File: src/rtl/alu_sched_pkg.sv
// rtl/alu_sched_pkg.sv - shared types and opcode helpers for the ALU scheduler
package alu_sched_pkg;

    typedef enum logic [3:0] {
        OP_ARITH0 = 4'd0,
        OP_ARITH1 = 4'd1,
        OP_ARITH2 = 4'd2,
        OP_ARITH3 = 4'd3,
        OP_AND    = 4'd4,
        OP_OR     = 4'd5,
        OP_XOR    = 4'd6,
        OP_SHL    = 4'd7,
        OP_SHR    = 4'd8
    } alu_op_e;

    // Highest opcode the ALU understands; anything above is rejected.
    localparam logic [3:0] SEL_MAX = OP_SHR;

    typedef enum logic [1:0] {
        IDLE  = 2'd0,
        ISSUE = 2'd1,
        WAIT  = 2'd2,
        RESP  = 2'd3
    } sched_state_e;

    function automatic logic sel_is_legal(input logic [3:0] sel);
        return sel <= SEL_MAX;
    endfunction

endpackage

File: src/rtl/rr_arbiter.sv
// rtl/rr_arbiter.sv - combinational round-robin grant search starting at ptr
module rr_arbiter #(
    parameter int NREQ = 4
) (
    input  logic [NREQ-1:0]         req,
    input  logic [$clog2(NREQ)-1:0] ptr,
    input  logic                    en,
    output logic [NREQ-1:0]         gnt,
    output logic [$clog2(NREQ)-1:0] gnt_idx
);

    localparam int IW = $clog2(NREQ);

    logic found;

    // Two passes with constant indices: first requesters at or above ptr, then the wrapped ones below it.
    always_comb begin
        gnt     = '0;
        gnt_idx = '0;
        found   = 1'b0;
        for (int j = 0; j < NREQ; j++) begin
            if (en && !found && req[j] && (IW'(j) >= ptr)) begin
                gnt[j]  = 1'b1;
                gnt_idx = IW'(j);
                found   = 1'b1;
            end
        end
        for (int j = 0; j < NREQ; j++) begin
            if (en && !found && req[j]) begin
                gnt[j]  = 1'b1;
                gnt_idx = IW'(j);
                found   = 1'b1;
            end
        end
    end

endmodule

File: src/rtl/alu_scheduler.sv
// rtl/alu_scheduler.sv - round-robin sharing of one vectorial ALU among NREQ requesters
module alu_scheduler
    import alu_sched_pkg::*;
#(
    parameter int WIDTH   = 4,
    parameter int N       = 1,
    parameter int NREQ    = 4,
    parameter int ALU_LAT = 1
) (
    input  logic                      clk,
    input  logic                      arst,
    input  logic [NREQ-1:0]           req_valid,
    output logic [NREQ-1:0]           req_ready,
    input  logic [NREQ*WIDTH*N-1:0]   req_a,
    input  logic [NREQ*WIDTH*N-1:0]   req_b,
    input  logic [NREQ*4-1:0]         req_sel,
    output logic                      rsp_valid,
    input  logic                      rsp_ready,
    output logic [$clog2(NREQ)-1:0]   rsp_id,
    output logic [WIDTH*N-1:0]        rsp_z,
    output logic [8*N-1:0]            rsp_os,
    output logic                      rsp_err,
    output logic [WIDTH*N-1:0]        alu_a,
    output logic [WIDTH*N-1:0]        alu_b,
    output logic [3:0]                alu_sel,
    output logic [N-1:0]              alu_enable,
    input  logic [WIDTH*N-1:0]        alu_z,
    input  logic [8*N-1:0]            alu_os,
    output logic                      busy
);

    localparam int DW = WIDTH * N;
    localparam int IW = $clog2(NREQ);
    localparam int CW = $clog2(ALU_LAT + 1);

    sched_state_e state, state_next;

    logic [IW-1:0]   rr_ptr;
    logic [CW-1:0]   cnt;
    logic [DW-1:0]   lat_a, lat_b;
    logic [3:0]      lat_sel;
    logic [NREQ-1:0] gnt;
    logic [IW-1:0]   gnt_idx;
    logic            hs;
    logic            arb_en;

    logic [DW-1:0] a_arr [NREQ];
    logic [DW-1:0] b_arr [NREQ];
    logic [3:0]    s_arr [NREQ];

    for (genvar i = 0; i < NREQ; i++) begin : g_unpack
        assign a_arr[i] = req_a[i*DW +: DW];
        assign b_arr[i] = req_b[i*DW +: DW];
        assign s_arr[i] = req_sel[i*4 +: 4];
    end

    // Grants only in IDLE, and never while reset is held so req_ready reads 0 during reset.
    assign arb_en = (state == IDLE) && arst;
    assign hs     = |gnt;

    rr_arbiter #(.NREQ(NREQ)) u_arb (
        .req     (req_valid),
        .ptr     (rr_ptr),
        .en      (arb_en),
        .gnt     (gnt),
        .gnt_idx (gnt_idx)
    );

    // State register.
    always_ff @(posedge clk or negedge arst) begin
        if (!arst) begin
            state <= IDLE;
        end else begin
            state <= state_next;
        end
    end

    // Next-state and all state-decoded outputs; ALU operands are only driven while the op is in flight.
    always_comb begin
        state_next = state;
        req_ready  = '0;
        rsp_valid  = 1'b0;
        busy       = 1'b1;
        alu_enable = '0;
        alu_a      = '0;
        alu_b      = '0;
        alu_sel    = '0;
        case (state)
            IDLE: begin
                busy      = 1'b0;
                req_ready = gnt;
                if (hs) begin
                    state_next = sel_is_legal(s_arr[gnt_idx]) ? ISSUE : RESP;
                end
            end
            ISSUE: begin
                alu_enable = '1;
                alu_a      = lat_a;
                alu_b      = lat_b;
                alu_sel    = lat_sel;
                state_next = WAIT;
            end
            WAIT: begin
                alu_a   = lat_a;
                alu_b   = lat_b;
                alu_sel = lat_sel;
                if (cnt == '0) begin
                    state_next = RESP;
                end
            end
            RESP: begin
                rsp_valid = 1'b1;
                if (rsp_ready) begin
                    state_next = IDLE;
                end
            end
            default: state_next = IDLE;
        endcase
    end

    // Latch the granted request, advance the pointer, count ALU latency and capture the response.
    always_ff @(posedge clk or negedge arst) begin
        if (!arst) begin
            rr_ptr  <= '0;
            cnt     <= '0;
            lat_a   <= '0;
            lat_b   <= '0;
            lat_sel <= '0;
            rsp_id  <= '0;
            rsp_z   <= '0;
            rsp_os  <= '0;
            rsp_err <= 1'b0;
        end else begin
            case (state)
                IDLE: begin
                    if (hs) begin
                        lat_a   <= a_arr[gnt_idx];
                        lat_b   <= b_arr[gnt_idx];
                        lat_sel <= s_arr[gnt_idx];
                        rsp_id  <= gnt_idx;
                        rr_ptr  <= (gnt_idx == IW'(NREQ - 1)) ? '0 : gnt_idx + 1'b1;
                        if (!sel_is_legal(s_arr[gnt_idx])) begin
                            rsp_err <= 1'b1;
                            rsp_z   <= '0;
                            rsp_os  <= '0;
                        end
                    end
                end
                ISSUE: begin
                    cnt <= CW'(ALU_LAT - 1);
                end
                WAIT: begin
                    if (cnt == '0) begin
                        rsp_z   <= alu_z;
                        rsp_os  <= alu_os;
                        rsp_err <= 1'b0;
                    end else begin
                        cnt <= cnt - 1'b1;
                    end
                end
                default: ;
            endcase
        end
    end

endmodule

File: config.mk
export PLATFORM = sky130hd
export DESIGN_NAME = alu_scheduler
export DESIGN_NICKNAME = d
export VERILOG_FILES = /design/src/rtl/alu_sched_pkg.sv /design/src/rtl/rr_arbiter.sv /design/src/rtl/alu_scheduler.sv
export SDC_FILE = /design/constraint.sdc
export NUM_CORES = 1
export LEC_CHECK = 0
export ABC_AREA = 1
export BUFFER_PORTS_ARGS = -buffer_cell sky130_fd_sc_hd__buf_2
export CORE_UTILIZATION = 44
export CTS_BUF_LIST = sky130_fd_sc_hd__clkbuf_4 sky130_fd_sc_hd__clkbuf_8
export DETAILED_ROUTE_END_ITERATION = 8
export PLACE_DENSITY = 0.85
export SLEW_MARGIN = 20
export SYNTH_ARGS = -nofsm -noshare
export SYNTH_HDL_FRONTEND = slang
export SYNTH_HIERARCHICAL = 1
export SYNTH_SLANG_ARGS = --single-unit
File: constraint.sdc
create_clock -name clk -period 2.6 [get_ports clk]
set_input_delay 0.26 -clock clk [delete_from_list [all_inputs] [get_ports clk]]
set_output_delay 0.26 -clock clk [all_outputs]
set_load 0.01 [all_outputs]
* Yosys cells after proc, flatten, opt, wreduce, memory -nomap -nowiden *
Cells that the tools add are included.

word-level totals
  register bits after elaboration = 32
  latch bits = 0
  bits in writable memories = 0
  memory bits (read-only) = 0
  logic and storage cells = 119
  memories kept = 0

operators by class
  $add $sub $neg = 2
  multiply operators = 0
  divide/modulo/power cells = 0
  $lt $le $gt $ge = 6
  equality and inequality tests = 8
  shifts and indexed selects = 0
  mux-type cells = 57
  bitwise operators = 1
  reductions and logical operators = 35

operators by type and width
  cell                 count
  $mux 4               13
  $bmux 4 s2           3
  $mux 8               3
  $mux 1               22
  $mux 2               11
  $logic_and 1x1->1    20
  $pmux 8 s2           1
  $ne 2x2->1 const B   4
  $pmux 2 s4           1
  $pmux 4 s2           1
  $logic_not 1->1      7
  $eq 2x2->1 const B   3
  $ge 1x2->1 const A   2
  $ge 2x2->1 const A   2
  $le 4x4->1 const B   1
  $pmux 1 s2           2
  $reduce_and 4->1     1
  $reduce_bool 2->1    2
  $reduce_or 4->1      1
  $ge 3x3->1 const B   1
  $not 2->3            1
  $reduce_and 3->1     1
  $add 2x1->2 const B  1
  $eq 2x1->1 const B   1
  4 further kinds      4

* Longest topological paths before layout *
Gate-level depths: netlist (run 1).

  depth in word-level cells = 44
  gate-level depth with buffers = 24
  mapped depth without buffers = 20

* By module *
Netlist (run 1), hierarchy kept.

by module, submodules not included
  module         times used  cells an instance  area an instance (um2)  sequential area each (um2)
  alu_scheduler  1           284                1975.6                  775.7
  rr_arbiter     1           37                 168.9                   0.0

* Worst setup path before layout (run 1) *
No wires, ideal clock.

  path kind = register to register
  start point = register state[0]
  end point = register rsp_os[0]
  data arrival time = 2.347 ns
  required time = 2.483 ns
  setup slack = 0.136 ns
  stages on the path, launching flop included = 23
  path buffers = 4
  path through = dfrtp_1 -> inv_1 -> ha_1 -> clkbuf_2 -> nand2_1 -> inv_1 -> nand2_1 -> inv_1 -> nand2_2 -> nand2_2 -> nor2_4 -> nand4_1 -> nand2_1 -> buf_6 -> inv_4 -> buf_6 -> o21ai_2 -> nand2_2 -> nand3_4 -> nand2_4 -> buf_6 -> nand2_1 -> nand2_1

on the way
  cells in the longest elaborated chain, start to end = 43
  elaborated cells on any way between the ends = 62
  those cells by class = order compare (1); eq/ne (4); mux (25); bitwise (1); reduce/logical (31)

ends and longest elaborated chain
  element                                         line                  source
  start: declaration                              alu_scheduler.sv:36   sched_state_e state, state_next;
  start signal: assignment                        alu_scheduler.sv:74   state <= state_next;
  $logic_not 2->1 (*)                             alu_scheduler.sv:58   assign arb_en = (state == IDLE) && arst;
  $logic_and 1x1->1 (*)                           alu_scheduler.sv:58
  named net arb_en                                alu_scheduler.sv:45   logic arb_en;
  $logic_and 1x1->1 (2 in series)                 rr_arbiter.sv:22      if (en && !found && req[j] && (IW'(j) >= ptr)) begin
  $mux 1                                          rr_arbiter.sv:22
  $logic_not 1->1                                 rr_arbiter.sv:22
  $logic_and 1x1->1 (3 in series)                 rr_arbiter.sv:22
  $mux 1                                          rr_arbiter.sv:22
  [25 not listed]                                 -
  $mux 2 (*)                                      rr_arbiter.sv:29      if (en && !found && req[j]) begin
  named net gnt_idx[0]                            alu_scheduler.sv:43   logic [IW-1:0] gnt_idx;
  $not 2->3 (implied by the code) (*)             alu_scheduler.sv:142  if (!sel_is_legal(s_arr[gnt_idx])) begin
  $bmux 4 s2 (*)                                  alu_scheduler.sv:142
  $mux 4 (implied by the code) (*) (2 in series)  alu_scheduler.sv:142
  $le 4x4->1 (*)                                  alu_sched_pkg.sv:27   return sel <= SEL_MAX;
  $ne 2x2->1 (no line) (*)                        -
  $reduce_and 4->1 (no line) (*)                  -
  end signal: assignment                          alu_scheduler.sv:155  rsp_os <= alu_os;
  end: declaration                                alu_scheduler.sv:21   output logic [8*N-1:0] rsp_os,

The timed path passes the listed nets; every way through them passes the cells marked *. The select of a mux whose other input is x is not followed.
A chain may end at the register's enable or synchronous reset.

* Worst setup path in the final report (run 1) *
  start point = register state[1]
  end point = register rsp_z[2]

on the way
  cells in the longest elaborated chain, start to end = 43
  elaborated cells on any way between the ends = 62
  those cells by class = order compare (1); eq/ne (4); mux (25); bitwise (1); reduce/logical (31)

ends and longest elaborated chain
  element                                         line                  source
  $logic_not 2->1 (*)                             alu_scheduler.sv:58
  $logic_and 1x1->1 (*)                           alu_scheduler.sv:58
  named net arb_en                                alu_scheduler.sv:45
  $logic_and 1x1->1 (2 in series)                 rr_arbiter.sv:22
  $mux 1                                          rr_arbiter.sv:22
  $logic_not 1->1                                 rr_arbiter.sv:22
  $logic_and 1x1->1 (3 in series)                 rr_arbiter.sv:22
  $mux 1                                          rr_arbiter.sv:22
  [25 not listed]                                 -
  $mux 2 (*)                                      rr_arbiter.sv:29
  named net gnt_idx[0]                            alu_scheduler.sv:43
  $not 2->3 (implied by the code) (*)             alu_scheduler.sv:142
  $bmux 4 s2 (*)                                  alu_scheduler.sv:142
  $mux 4 (implied by the code) (*) (2 in series)  alu_scheduler.sv:142
  $le 4x4->1 (*)                                  alu_sched_pkg.sv:27
  $ne 2x2->1 (no line) (*)                        -
  $reduce_and 4->1 (no line) (*)                  -
  end signal: assignment                          alu_scheduler.sv:154  rsp_z <= alu_z;
  end: declaration                                alu_scheduler.sv:20   output logic [WIDTH*N-1:0] rsp_z,

Marked as above.

==> results of run 1 <==
worst max-delay path: stages, from the launching register on:
cell,delay [ps]
dfrtp_1,400
inv_2,80
ha_4,170
nand2_4,70
inv_4,40
nand2_1,50
inv_1,50
nand2_2,110
nand2_2,80
nor2_4,90
nand4_1,120
nand2_2,190
buf_6,140
nor2_1,40
nor2_1,120
o21ai_2,90
nand2_2,150
nand3_4,190
nand2_8,140
nand2_1,70
nand2_1,60
registers in the layout, summed over array words and instances, names as in the netlist:
name / cells
rsp_os: 8
lat_a: 4
lat_b: 4
lat_sel: 4
rsp_z: 4
rr_ptr: 2
rsp_id: 2
state: 2
rsp_err: 1
cell type report:
| cell class | instances | share of cell area |
|---|---|---|
| flip-flops and latches | 31 | 0.262 |
| repair buffers | 118 | 0.216 |
| multi-input cells | 226 | 0.391 |
| well taps | 54 | 0.0228 |
| clock buffers | 6 | 0.0279 |
| inverters | 51 | 0.0681 |
| clock inverters | 2 | 0.0118 |
metrics by stage:
stage	setup slack (ps)	cell area, sq um	setup TNS [ps]	hold slack [ps]	power (uW)
2_1_floorplan	136	2140	0	-35.6	1870
3_5_place_dp	-21.6	2680	-137	328	2350
5_1_grt	-56.5	2960	-519	87.4	3300
4_1_cts	5.41	2820	0	23.8	2880
3_3_place_gp	111	2680	0	327	2300
6_report	86.7	2960	0	50.7	3060
power by group:
| part | switching [uW] | leakage, uW | total [uW] | internal [uW] |
|---|---|---|---|---|
| sequential | 119 | 0.000395 | 791 | 672 |
| combinational | 1070 | 0.00140 | 1780 | 709 |
| clock | 176 | 0.0000612 | 486 | 310 |
cell usage in the layout, fill, tap and decap left out, types with 2 or more instances in the layout:
| cell | instances |
|---|---|
| nand2_1 | 92 |
| buf_2 | 101 |
| o21ai_2 | 2 |
| nand2_4 | 2 |
| o21ai_0 | 23 |
| a21oi_1 | 2 |
| clkbuf_8 | 6 |
| dfrtp_1 | 31 |
| nand2_2 | 12 |
| o22ai_1 | 5 |
| nand3_2 | 2 |
| nand3_1 | 24 |
| inv_1 | 45 |
| nand4_1 | 3 |
| nand3_4 | 2 |
| inv_2 | 4 |
| buf_6 | 2 |
| ha_1 | 5 |
| a31oi_1 | 5 |
| nor2_1 | 39 |
| buf_4 | 15 |
path summary, 6_finish.rpt:
| kind | slack [ps] | endpoint | from |
|---|---|---|---|
| min reg2reg | 480 | lat_a[1] | lat_a[1] |
| max reg2reg | 90 | rsp_z[2] | state[1] |
| min | 50 | lat_sel[3] | arst |
| min in group clk | 260 | rsp_z[3] | alu_z[3] |
| max in group asynchronous | 2270 | rsp_z[1] | arst |
| max | 90 | rsp_z[2] | state[1] |
kinds of logic after synthesis:
family | Yosys count | synth area share
DFF | 31 | 0.362
and+or+nand+nor | 177 | 0.359
AOI/OAI and AO/OA | 41 | 0.107
adders and majority gates | 6 | 0.0350
buffers and inverters | 66 | 0.137
repair_timing:
action | CTS | global route
endpoints found under the setup margin | 12 | 17
pin swaps | 1 | 7
cloned | 1 | 2
gates resized for setup | 1 | 20
buffers inserted | 0 | 8
per-layer routing:
| layer | vias up | share of wire | global-route usage |
|---|---|---|---|
| li1 | 1221 | - | - |
| met1 | 1052 | 0.47 | 0.290 |
| met2 | 112 | 0.46 | 0.343 |
| met3 | 7 | 0.057 | 0.0366 |
| met4 | 0 | 0.012 | 0.0828 |
| met5 | - | 0 | 0 |
==> qor.txt, run 1 <==
GRT
---------------------------------------------------------------------------------
Antenna violations before repair                                                0
Wire length of the first global-routing pass                         8780 microns
Global route overflow                                                           0
Number of global-route vias before repair                                    2044
Maximum number of pins on one net before global-route repair                   32
GRT Util Overall                                                            0.214

LAYOUT
---------------------------------------------------------------------------------
Non-filler instance count after layout                                        488
Fillers                                                                       423
Area taken by multi-input logic gates                                  1160 sq um
Inserted Diodes                                                                 0
Layout cells sized above 1                                                  0.364
Net total in the final layout                                                 506
Core Util, Final                                                            0.631
Growth of design area from synthesis to finish                              38.0%
Sequential cell area                                                    776 sq um

CLOCK NETWORK
---------------------------------------------------------------------------------
Max H-tree Level                                                                2
Insertion delay of the later-clocked pin in the worst-skew pair            280 ps
Root buffer selected by CTS                                              clkbuf_8
TritonCTS clock tree                                                        built
Hold bufs inserted after CTS                                                    0
Maximum count of clock buffers along a single path                              2
CTS buffer count                                                                5
TritonCTS Sinks                                                                31
Worst-path clk slew                                                         60 ps

SYNTH
---------------------------------------------------------------------------------
Number of storage elements in the synthesis netlist                            31
Largest cells by area after synthesis                                dfrtp_1 36%, nand2_1 17%, inv_1 8.4%
Part of the Yosys area used for sequential elements                         0.362
Top cells by instance count after synthesis                          97 x nand2_1, 48 x inv_1, 40 x nor2_1, 31 x dfrtp_1, 24 x nand3_1
Largest area contributor in the synthesized netlist                       dfrtp_1
Async S/R FF share, synth                                                    1.00
Syn Nets                                                                      394
Mapped cell area                                                       2140 sq um
Synthesized instance count                                                    321
Most used DFF post-synth                                                  dfrtp_1
Synthesis warning total                                                         6
Number of enable-type register cells in the synthesized netlist                 0
Avg Cell Area, Syn                                                     6.68 sq um
Cell with the most instances after synthesis                              nand2_1
Portion of synthesized cell area occupied by the leading cell type          0.362
Count of different cell masters after synthesis                                25

PLACEMENT
---------------------------------------------------------------------------------
Cell Count Post-Placement                                                     469
Number of buffers added on ports                                              100
Post-detailed-placement half-perimeter wirelength                    4170 microns
Global placer's final weighted congestion                                    1.02

ROUTING
---------------------------------------------------------------------------------
Via total after detailed routing                                             2392
Final wirelength                                                     5670 microns
Via density per instance                                                     4.90
Detailed-route DRC error count                                                  0
Initial detailed-routing violation count                                       89
Wire per inst                                                        11.6 microns
DRT antenna net count                                                           0
Total iterations of the first detailed-routing run                              4

TIMING
---------------------------------------------------------------------------------
Slew Limit Headroom                                                         0.561
Slew at the pin with the worst max-slew slack                              657 ps
Pins Over Slew Limit                                                            0
Highest clock frequency the design can meet                             0.398 GHz
Time the final worst path needs with I/O delays and setup                 2510 ps
Hold Violations, Final                                                          0
Post-route fraction of the period consumed by the critical path             0.967
RSZ-0062 raised after global routing                                         true
Post-Route Skew                                                           2.79 ps
Endpoints failing setup                                                         0

PWR
---------------------------------------------------------------------------------
Largest vdd supply drop                                                  0.354 mV
Static leakage power                                                   0.00186 uW
Power density over cell area                                         1030 nW/um^2

WORST SETUP PATH
---------------------------------------------------------------------------------
Critical path arrival                                                     2730 ps
Critical path fanouts, max                                                      8
Crit path kind                                                            reg2reg
Nature of the critical path startpoint                                       flop
Path depth of the worst reg2reg path                                           20
Setup crit end kind                                                          flop
Required time of the critical path                                        2820 ps

DIE
---------------------------------------------------------------------------------
Cell Rows                                                                      25
Placeable core area                                                    4690 sq um
Ports                                                                         101
Die outline height                                                   71.8 microns
Die Area                                                               5160 sq um
Die Span X                                                           71.8 microns
Initial core utilization                                                    0.457

JOB
---------------------------------------------------------------------------------
Max-cap violations                                                              0

WORST HOLD PATH
---------------------------------------------------------------------------------
Worst min-delay path category                                            in2async

RUN STATUS
---------------------------------------------------------------------------------
Run status                                                              completed

No activity file was read; power rests on OpenSTA's default activity.
==> run 2, diff against run 1 <==
--- a/config.mk
+++ b/config.mk
@@ -5,9 +5,8 @@
 export SDC_FILE = /design/constraint.sdc
 export NUM_CORES = 1
 export LEC_CHECK = 0
-export ABC_AREA = 1
 export BUFFER_PORTS_ARGS = -buffer_cell sky130_fd_sc_hd__buf_2
-export CORE_UTILIZATION = 44
+export CORE_UTILIZATION = 43
 export CTS_BUF_LIST = sky130_fd_sc_hd__clkbuf_4 sky130_fd_sc_hd__clkbuf_8
 export DETAILED_ROUTE_END_ITERATION = 8
 export PLACE_DENSITY = 0.85
==> run 2 against run 1 <==
  * The flow now finishes with violations (negative setup slack)
  * Highest routed layer unchanged
  * Fmax down 3.5%
  * Power is 6.9% lower
  * Final cell count decreased by 28%
  * Flip-flop and latch count is the same
==> qor.txt, run 2 <==
RUN STATUS
----------------------------------------------------------------------------------
Run status                                                            complete, but fails checks
Violated checks                                                       negative setup slack

WORST SETUP PATH
----------------------------------------------------------------------------------
Critical path arrival                                                      2750 ps
Flop-to-flop setup slack                                                     -3 ps
Origin of the worst setup path                                            state[0]
Setup crit end kind                                                           flop
Path depth of the worst reg2reg path                                            11
Cell type group with the largest total delay on the critical path     multiplexers
Reg-to-Reg End                                                           rsp_os[1]
Critical path fanouts, max                                                       6
Stage delay of the slowest cell on the critical path                        550 ps
Crit path kind                                                             reg2reg
Required time of the critical path                                         2740 ps
CP bufs+invs                                                                     3
Worst reg2reg path startpoint                                             state[0]
Cell with the largest stage delay on the worst path                         mux4_2
Series of cell instances along the critical path                      inv_2, ha_4, and2_4, o211ai_1, o32ai_4, buf_12, mux4_2, nor3_4, buf_6, o2bb2ai_4, mux2i_1
Nature of the critical path startpoint                                        flop

WORST HOLD PATH
----------------------------------------------------------------------------------
Worst min-delay path category                                             in2async

SYNTH
----------------------------------------------------------------------------------
Largest area contributor in the synthesized netlist                        dfrtp_1
Synthesized instance count                                                     174
Cell with the most instances after synthesis                               dfrtp_1
Syn Nets                                                                       247
Avg Cell Area, Syn                                                      11.4 sq um
Number of storage elements in the synthesis netlist                             31
Number of enable-type register cells in the synthesized netlist                  0
Async S/R FF share, synth                                                     1.00
Largest cells by area after synthesis                                 dfrtp_1 39%, mux4_2 14%, mux2_2 8.0%
Top cells by instance count after synthesis                           31 x dfrtp_1, 18 x and2_1, 18 x inv_1, 17 x nand2_1, 14 x mux2_2
Count of different cell masters after synthesis                                 35
Synthesis warning total                                                          6
Mapped cell area                                                        1980 sq um
Most used DFF post-synth                                                   dfrtp_1
Part of the Yosys area used for sequential elements                          0.392
Portion of synthesized cell area occupied by the leading cell type           0.392

GRT
----------------------------------------------------------------------------------
GRT Util Overall                                                             0.234
Global route overflow                                                            0
Layer carrying the most global-route usage                                    met2
Met2 Resource Use GR                                                         0.440
Wire length of the first global-routing pass                          8900 microns
Number of global-route vias before repair                                     1911
Antenna violations before repair                                                 0
Maximum number of pins on one net before global-route repair                    32
Global routing met1 resource utilization                                     0.270
Global-route track usage on met3                                            0.0433

TIMING
----------------------------------------------------------------------------------
Hold Violations, Final                                                           0
Slew Limit Headroom                                                          0.635
Endpoints failing setup                                                          1
Post-route setup slack                                                    -3.11 ps
Time the final worst path needs with I/O delays and setup                  2600 ps
Slew at the pin with the worst max-slew slack                               543 ps
Pins Over Slew Limit                                                             0
Post-Route Skew                                                            11.2 ps
Highest clock frequency the design can meet                              0.384 GHz
RSZ-0062 raised after global routing                                          true
Post-route fraction of the period consumed by the critical path               1.00

LAYOUT
----------------------------------------------------------------------------------
Inserted Diodes                                                                  0
Layout cells sized above 1                                                   0.587
Growth of design area from synthesis to finish                               47.1%
Net total in the final layout                                                  372
Fillers                                                                        342
Flip-flop count of the largest register, all copies and words added              8
Most frequent cells in the layout                                     100 x buf_2, 31 x dfrtp_1, 24 x buf_4, 17 x and2_1, 17 x nand2_1
Register containing the most flip-flops in the final layout                 rsp_os
Most common cell after layout, fill and taps aside                           buf_2

DIE
----------------------------------------------------------------------------------
Die Span X                                                            69.9 microns
Die outline height                                                    69.9 microns
Initial core utilization                                                     0.452
Die Area                                                                4880 sq um
Placeable core area                                                     4380 sq um
Cell Rows                                                                       24
Ports                                                                          101

PWR
----------------------------------------------------------------------------------
Power density over cell area                                           977 nW/um^2
Clock power frac                                                             0.147
Sw frac                                                                      0.388
Switching power                                                            1100 uW
Internal Power                                                             1740 uW
Largest vdd supply drop                                                   0.560 mV
Part of the total power dissipated in sequential elements                    0.277
Static leakage power                                                    0.00149 uW
Power Total                                                                2850 uW
Comb pwr share                                                               0.576

CLOCK NETWORK
----------------------------------------------------------------------------------
Worst-path clk slew                                                          70 ps
Maximum count of clock buffers along a single path                               2
CTS buffer count                                                                 5
Max H-tree Level                                                                 2
Hold bufs inserted after CTS                                                     0
TritonCTS Sinks                                                                 31
Root buffer selected by CTS                                               clkbuf_8
TritonCTS clock tree                                                         built
Insertion delay of the later-clocked pin in the worst-skew pair             280 ps

ROUTING
----------------------------------------------------------------------------------
Via density per instance                                                      5.27
DRT antenna net count                                                            0
Initial detailed-routing violation count                                        86
Total iterations of the first detailed-routing run                               4
Detailed-route DRC error count                                                   0
Final wirelength                                                      5530 microns
Wire per inst                                                         15.7 microns
Via total after detailed routing                                              1856

JOB
----------------------------------------------------------------------------------
Max-cap violations                                                               0

PLACEMENT
----------------------------------------------------------------------------------
Setup Slack @ Placement                                                    -215 ps
Number of buffers added on ports                                               100
Post-detailed-placement half-perimeter wirelength                     4100 microns
Global placer's final weighted congestion                                    0.847

==> run 2: cell count changes after synthesis, moves of 6 or more <==
| cell | previous run | this run |
|---|---|---|
| and2_1 | 0 | 18 |
| mux2i_1 | 0 | 12 |
| inv_1 | 48 | 18 |
| nor2_1 | 40 | 3 |
| mux2_2 | 0 | 14 |
| o21ai_0 | 23 | 3 |
| nand2_2 | 8 | 0 |
| nand2_1 | 97 | 17 |
| a31oi_1 | 6 | 0 |
| mux4_2 | 0 | 12 |
| nand3_1 | 24 | 1 |
==> run 2: worst max path at each step <==
stage,end,slack [ps],cells past startpoint
after floorplan,rsp_os[0],-160,12
after global placement,rsp_z[2],-40,9
after detailed placement,rsp_os[1],-210,9
after global routing,rsp_os[5],-100,11
after CTS,rsp_os[1],30,11
final,rsp_os[1],-3,11
==> run 2: final cells by class <==
cell class	count	area (sq um)	share of cell area
flip-flops and latches	31	776	0.266
inverters	19	71.3	0.0245
multi-input cells	116	1180	0.407
clock inverters	1	7.51	0.00258
repair buffers	126	712	0.244
clock buffers	7	96.3	0.0331
well taps	52	65.1	0.0223
==> run 2: worst reg2reg max path, stage by stage (launching register included) <==
cell and delay, ps:
dfrtp_1 390, inv_2 90, ha_4 140, and2_4 160
o211ai_1 170, o32ai_4 160, buf_12 160, mux4_2 550
nor3_4 210, buf_6 150, o2bb2ai_4 120, mux2i_1 160
==> run 2: per-layer routing <==
layer / share of wire / up-vias
met5: 0 / -
met4: 0.010 / 0
met3: 0.066 / 6
met2: 0.55 / 86
met1: 0.38 / 900
li1: - / 864
==> run 2: through the flow <==
| step | setup TNS [ps] | utilization | cells | instance area, sq um | hold WS [ps] |
|---|---|---|---|---|---|
| global placement | -447 | 0.610 | 334 | 2670 | 329 |
| finish | -3.11 | 0.664 | 352 | 2910 | 14.7 |
| global route | -950 | 0.664 | 352 | 2910 | 48.3 |
| floorplan | -1810 | - | 174 | 2030 | -35.6 |
| CTS | 0 | 0.660 | 350 | 2890 | 38.8 |
| detailed placement | -2640 | 0.610 | 334 | 2670 | 336 |
==> run 2: cell families (layout without fill, tap and decap cells) <==
kind of cell / Yosys count / in the layout / share of synthesized area
mux: 38 / 38 / 0.277
fa+ha+maj: 6 / 6 / 0.0379
compound gates: 23 / 24 / 0.0986
buf+inv: 28 / 153 / 0.0625
flops: 31 / 31 / 0.392
simple gates: 48 / 48 / 0.133
==> run 2: power by group through the flow <==
stage	registers, uW	logic (uW)	clock network (uW)
finish	789	1640	419
floorplan	797	946	0
global route	812	1770	451
global placement	785	1420	0
detailed placement	789	1470	0
CTS	784	1610	424
==> run 2: repair_timing <==
action	in CTS	in global routing
buffers inserted	7	2
cloned	1	0
setup endpoints to repair	14	14
pin swaps	6	6
gates resized for setup	5	1
==> run 3, diff against run 2 <==
--- a/config.mk
+++ b/config.mk
@@ -10,6 +10,7 @@
 export CTS_BUF_LIST = sky130_fd_sc_hd__clkbuf_4 sky130_fd_sc_hd__clkbuf_8
 export DETAILED_ROUTE_END_ITERATION = 8
 export PLACE_DENSITY = 0.85
+export REMOVE_ABC_BUFFERS = 1
 export SLEW_MARGIN = 20
 export SYNTH_ARGS = -nofsm -noshare
 export SYNTH_HDL_FRONTEND = slang
==> run 3 against run 2 <==
  * The run now ends clean
  * Routed wire length shrank 12%
  * Clock-buffer cell count is 2 lower
  * Global-route usage down 2.2 points
  * Critical path depth stayed put
  * Hold slack better by 45 ps
  * Combinational power is 7% lower
  * Utilization decreased by 1.3 points
==> qor.txt, run 3 (synthesis gave the netlist of run 2 again) <==
ROUTING
----------------------------------------------------------------------------------
DRT antenna net count                                                            0
Wire per inst                                                         13.9 microns
Detailed-route DRC error count                                                   0
Total iterations of the first detailed-routing run                               4
Final wirelength                                                      4880 microns
Via total after detailed routing                                              1776
Via density per instance                                                      5.06
Initial detailed-routing violation count                                        52

LAYOUT
----------------------------------------------------------------------------------
Layout cells sized above 1                                                   0.585
Growth of design area from synthesis to finish                               44.2%
Register containing the most flip-flops in the final layout                 rsp_os
Non-filler instance count after layout                                         351
Net total in the final layout                                                  371
Most common cell after layout, fill and taps aside                           buf_2
Fillers                                                                        363
Inserted Diodes                                                                  0
Most frequent cells in the layout                                     100 x buf_2, 30 x dfrtp_1, 24 x buf_4, 17 x and2_1, 17 x nand2_1
Flip-flop count of the largest register, all copies and words added              8

TIMING
----------------------------------------------------------------------------------
Pins Over Slew Limit                                                             0
Highest clock frequency the design can meet                              0.392 GHz
Slew Limit Headroom                                                          0.640
Hold Slack                                                                 59.4 ps
RSZ-0062 raised after global routing                                          true
Post-Route Skew                                                            4.35 ps
Post-route fraction of the period consumed by the critical path              0.980
Time the final worst path needs with I/O delays and setup                  2550 ps
Endpoints failing setup                                                          0
Post-route setup slack                                                     51.6 ps
Hold Violations, Final                                                           0
Slew at the pin with the worst max-slew slack                               539 ps

CLOCK NETWORK
----------------------------------------------------------------------------------
Maximum count of clock buffers along a single path                               2
CTS buffer count                                                                 5
TritonCTS Sinks                                                                 31
Root buffer selected by CTS                                               clkbuf_8
Max H-tree Level                                                                 2
Insertion delay of the later-clocked pin in the worst-skew pair             280 ps
TritonCTS clock tree                                                         built
Worst-path clk slew                                                          70 ps

DIE
----------------------------------------------------------------------------------
Placeable core area                                                     4380 sq um
Cell Rows                                                                       24
Die Span X                                                            69.9 microns
Die Area                                                                4880 sq um
Initial core utilization                                                     0.452
Die outline height                                                    69.9 microns
Ports                                                                          101

PWR
----------------------------------------------------------------------------------
Power Total                                                                2680 uW
Static leakage power                                                    0.00146 uW
Largest vdd supply drop                                                   0.442 mV
Power density over cell area                                           937 nW/um^2

PLACEMENT
----------------------------------------------------------------------------------
Setup Slack @ Placement                                                    -111 ps
Global placer's final weighted congestion                                    0.811
Cell Count Post-Placement                                                      336
Post-detailed-placement half-perimeter wirelength                     3750 microns
Number of buffers added on ports                                               100

GRT
----------------------------------------------------------------------------------
Antenna violations before repair                                                 0
Wire length of the first global-routing pass                          7970 microns
Number of global-route vias before repair                                     1740
GRT Util Overall                                                             0.212
Maximum number of pins on one net before global-route repair                    32
Global route overflow                                                            0

WORST SETUP PATH
----------------------------------------------------------------------------------
Crit path kind                                                             reg2reg
Critical path arrival                                                      2710 ps
Nature of the critical path startpoint                                        flop
Required time of the critical path                                         2760 ps
Setup crit end kind                                                           flop
Critical path fanouts, max                                                      12

WORST HOLD PATH
----------------------------------------------------------------------------------
Worst min-delay path category                                             in2async

RUN STATUS
----------------------------------------------------------------------------------
Run status                                                               completed

JOB
----------------------------------------------------------------------------------
Max-cap violations                                                               0

## run 3: cell type report
class | instances | area [sq um] | share of cell area
Clock buffer | 5 | 68.8 | 0.0241
Inverter | 19 | 71.3 | 0.0250
Sequential cell | 31 | 777 | 0.272
Multi-Input combinational cell | 115 | 1140 | 0.398
Clock inverter | 3 | 15.0 | 0.00526
Timing Repair Buffer | 126 | 721 | 0.252
Tap cell | 52 | 65.1 | 0.0228
## run 3: worst max-delay path, cell delays in order (launching register included)
cell and delay (ps):
dfrtp_1 390, inv_2 80, ha_4 130, and2_4 160, o211ai_1 160, o32ai_4 180, buf_12 160, mux4_2 540
nor3_4 230, o2bb2ai_2 90, buf_12 150, mux2i_2 150
## run 3: path summary, 6_finish.rpt
path | cells past startpoint | startpoint | endpoint | slack (ps)
min in group clk | 3 | alu_z[2] | rsp_z[2] | 220
setup / recovery | 11 | state[0] | rsp_os[1] | 50
hold reg to reg | 2 | lat_sel[3] | lat_sel[3] | 470
setup reg to reg | 11 | state[0] | rsp_os[1] | 50
hold / removal | 2 | arst | lat_b[1] | 60
max in group asynchronous | 2 | arst | rr_ptr[1] | 2230
## run 3: routing by layer
layer	track usage	up-vias	share of wire
li1	-	863	-
met1	0.263	837	0.42
met2	0.344	68	0.49
met3	0.0693	8	0.074
met4	0.0822	0	0.011
met5	0	-	0
## run 3: where the power goes
| group | internal, uW | total (uW) | leakage (uW) | switching (uW) |
|---|---|---|---|---|
| clock network | 183 | 361 | 0.0000477 | 178 |
| logic | 798 | 1530 | 0.00102 | 729 |
| registers | 675 | 788 | 0.000397 | 113 |
## run 3: stage by stage
| stage | setup TNS (ps) | utilization | area [sq um] |
|---|---|---|---|
| 2_1_floorplan | -44170 | - | 1930 |
| 3_3_place_gp | 0 | 0.610 | 2680 |
| 3_5_place_dp | -1340 | 0.610 | 2680 |
| 4_1_cts | 0 | 0.642 | 2810 |
| 5_1_grt | -327 | 0.651 | 2860 |
| 6_report | 0 | 0.651 | 2860 |
## run 3: what timing repair did
item                       in CTS  in global routing
hold endpoints to repair        0                  0
pin swaps                       2                  3
hold buffers                    0                  0
buffers inserted                2                  5
cloned                          0                  0
gates resized for setup         7                  2
setup endpoints to repair      14                 14
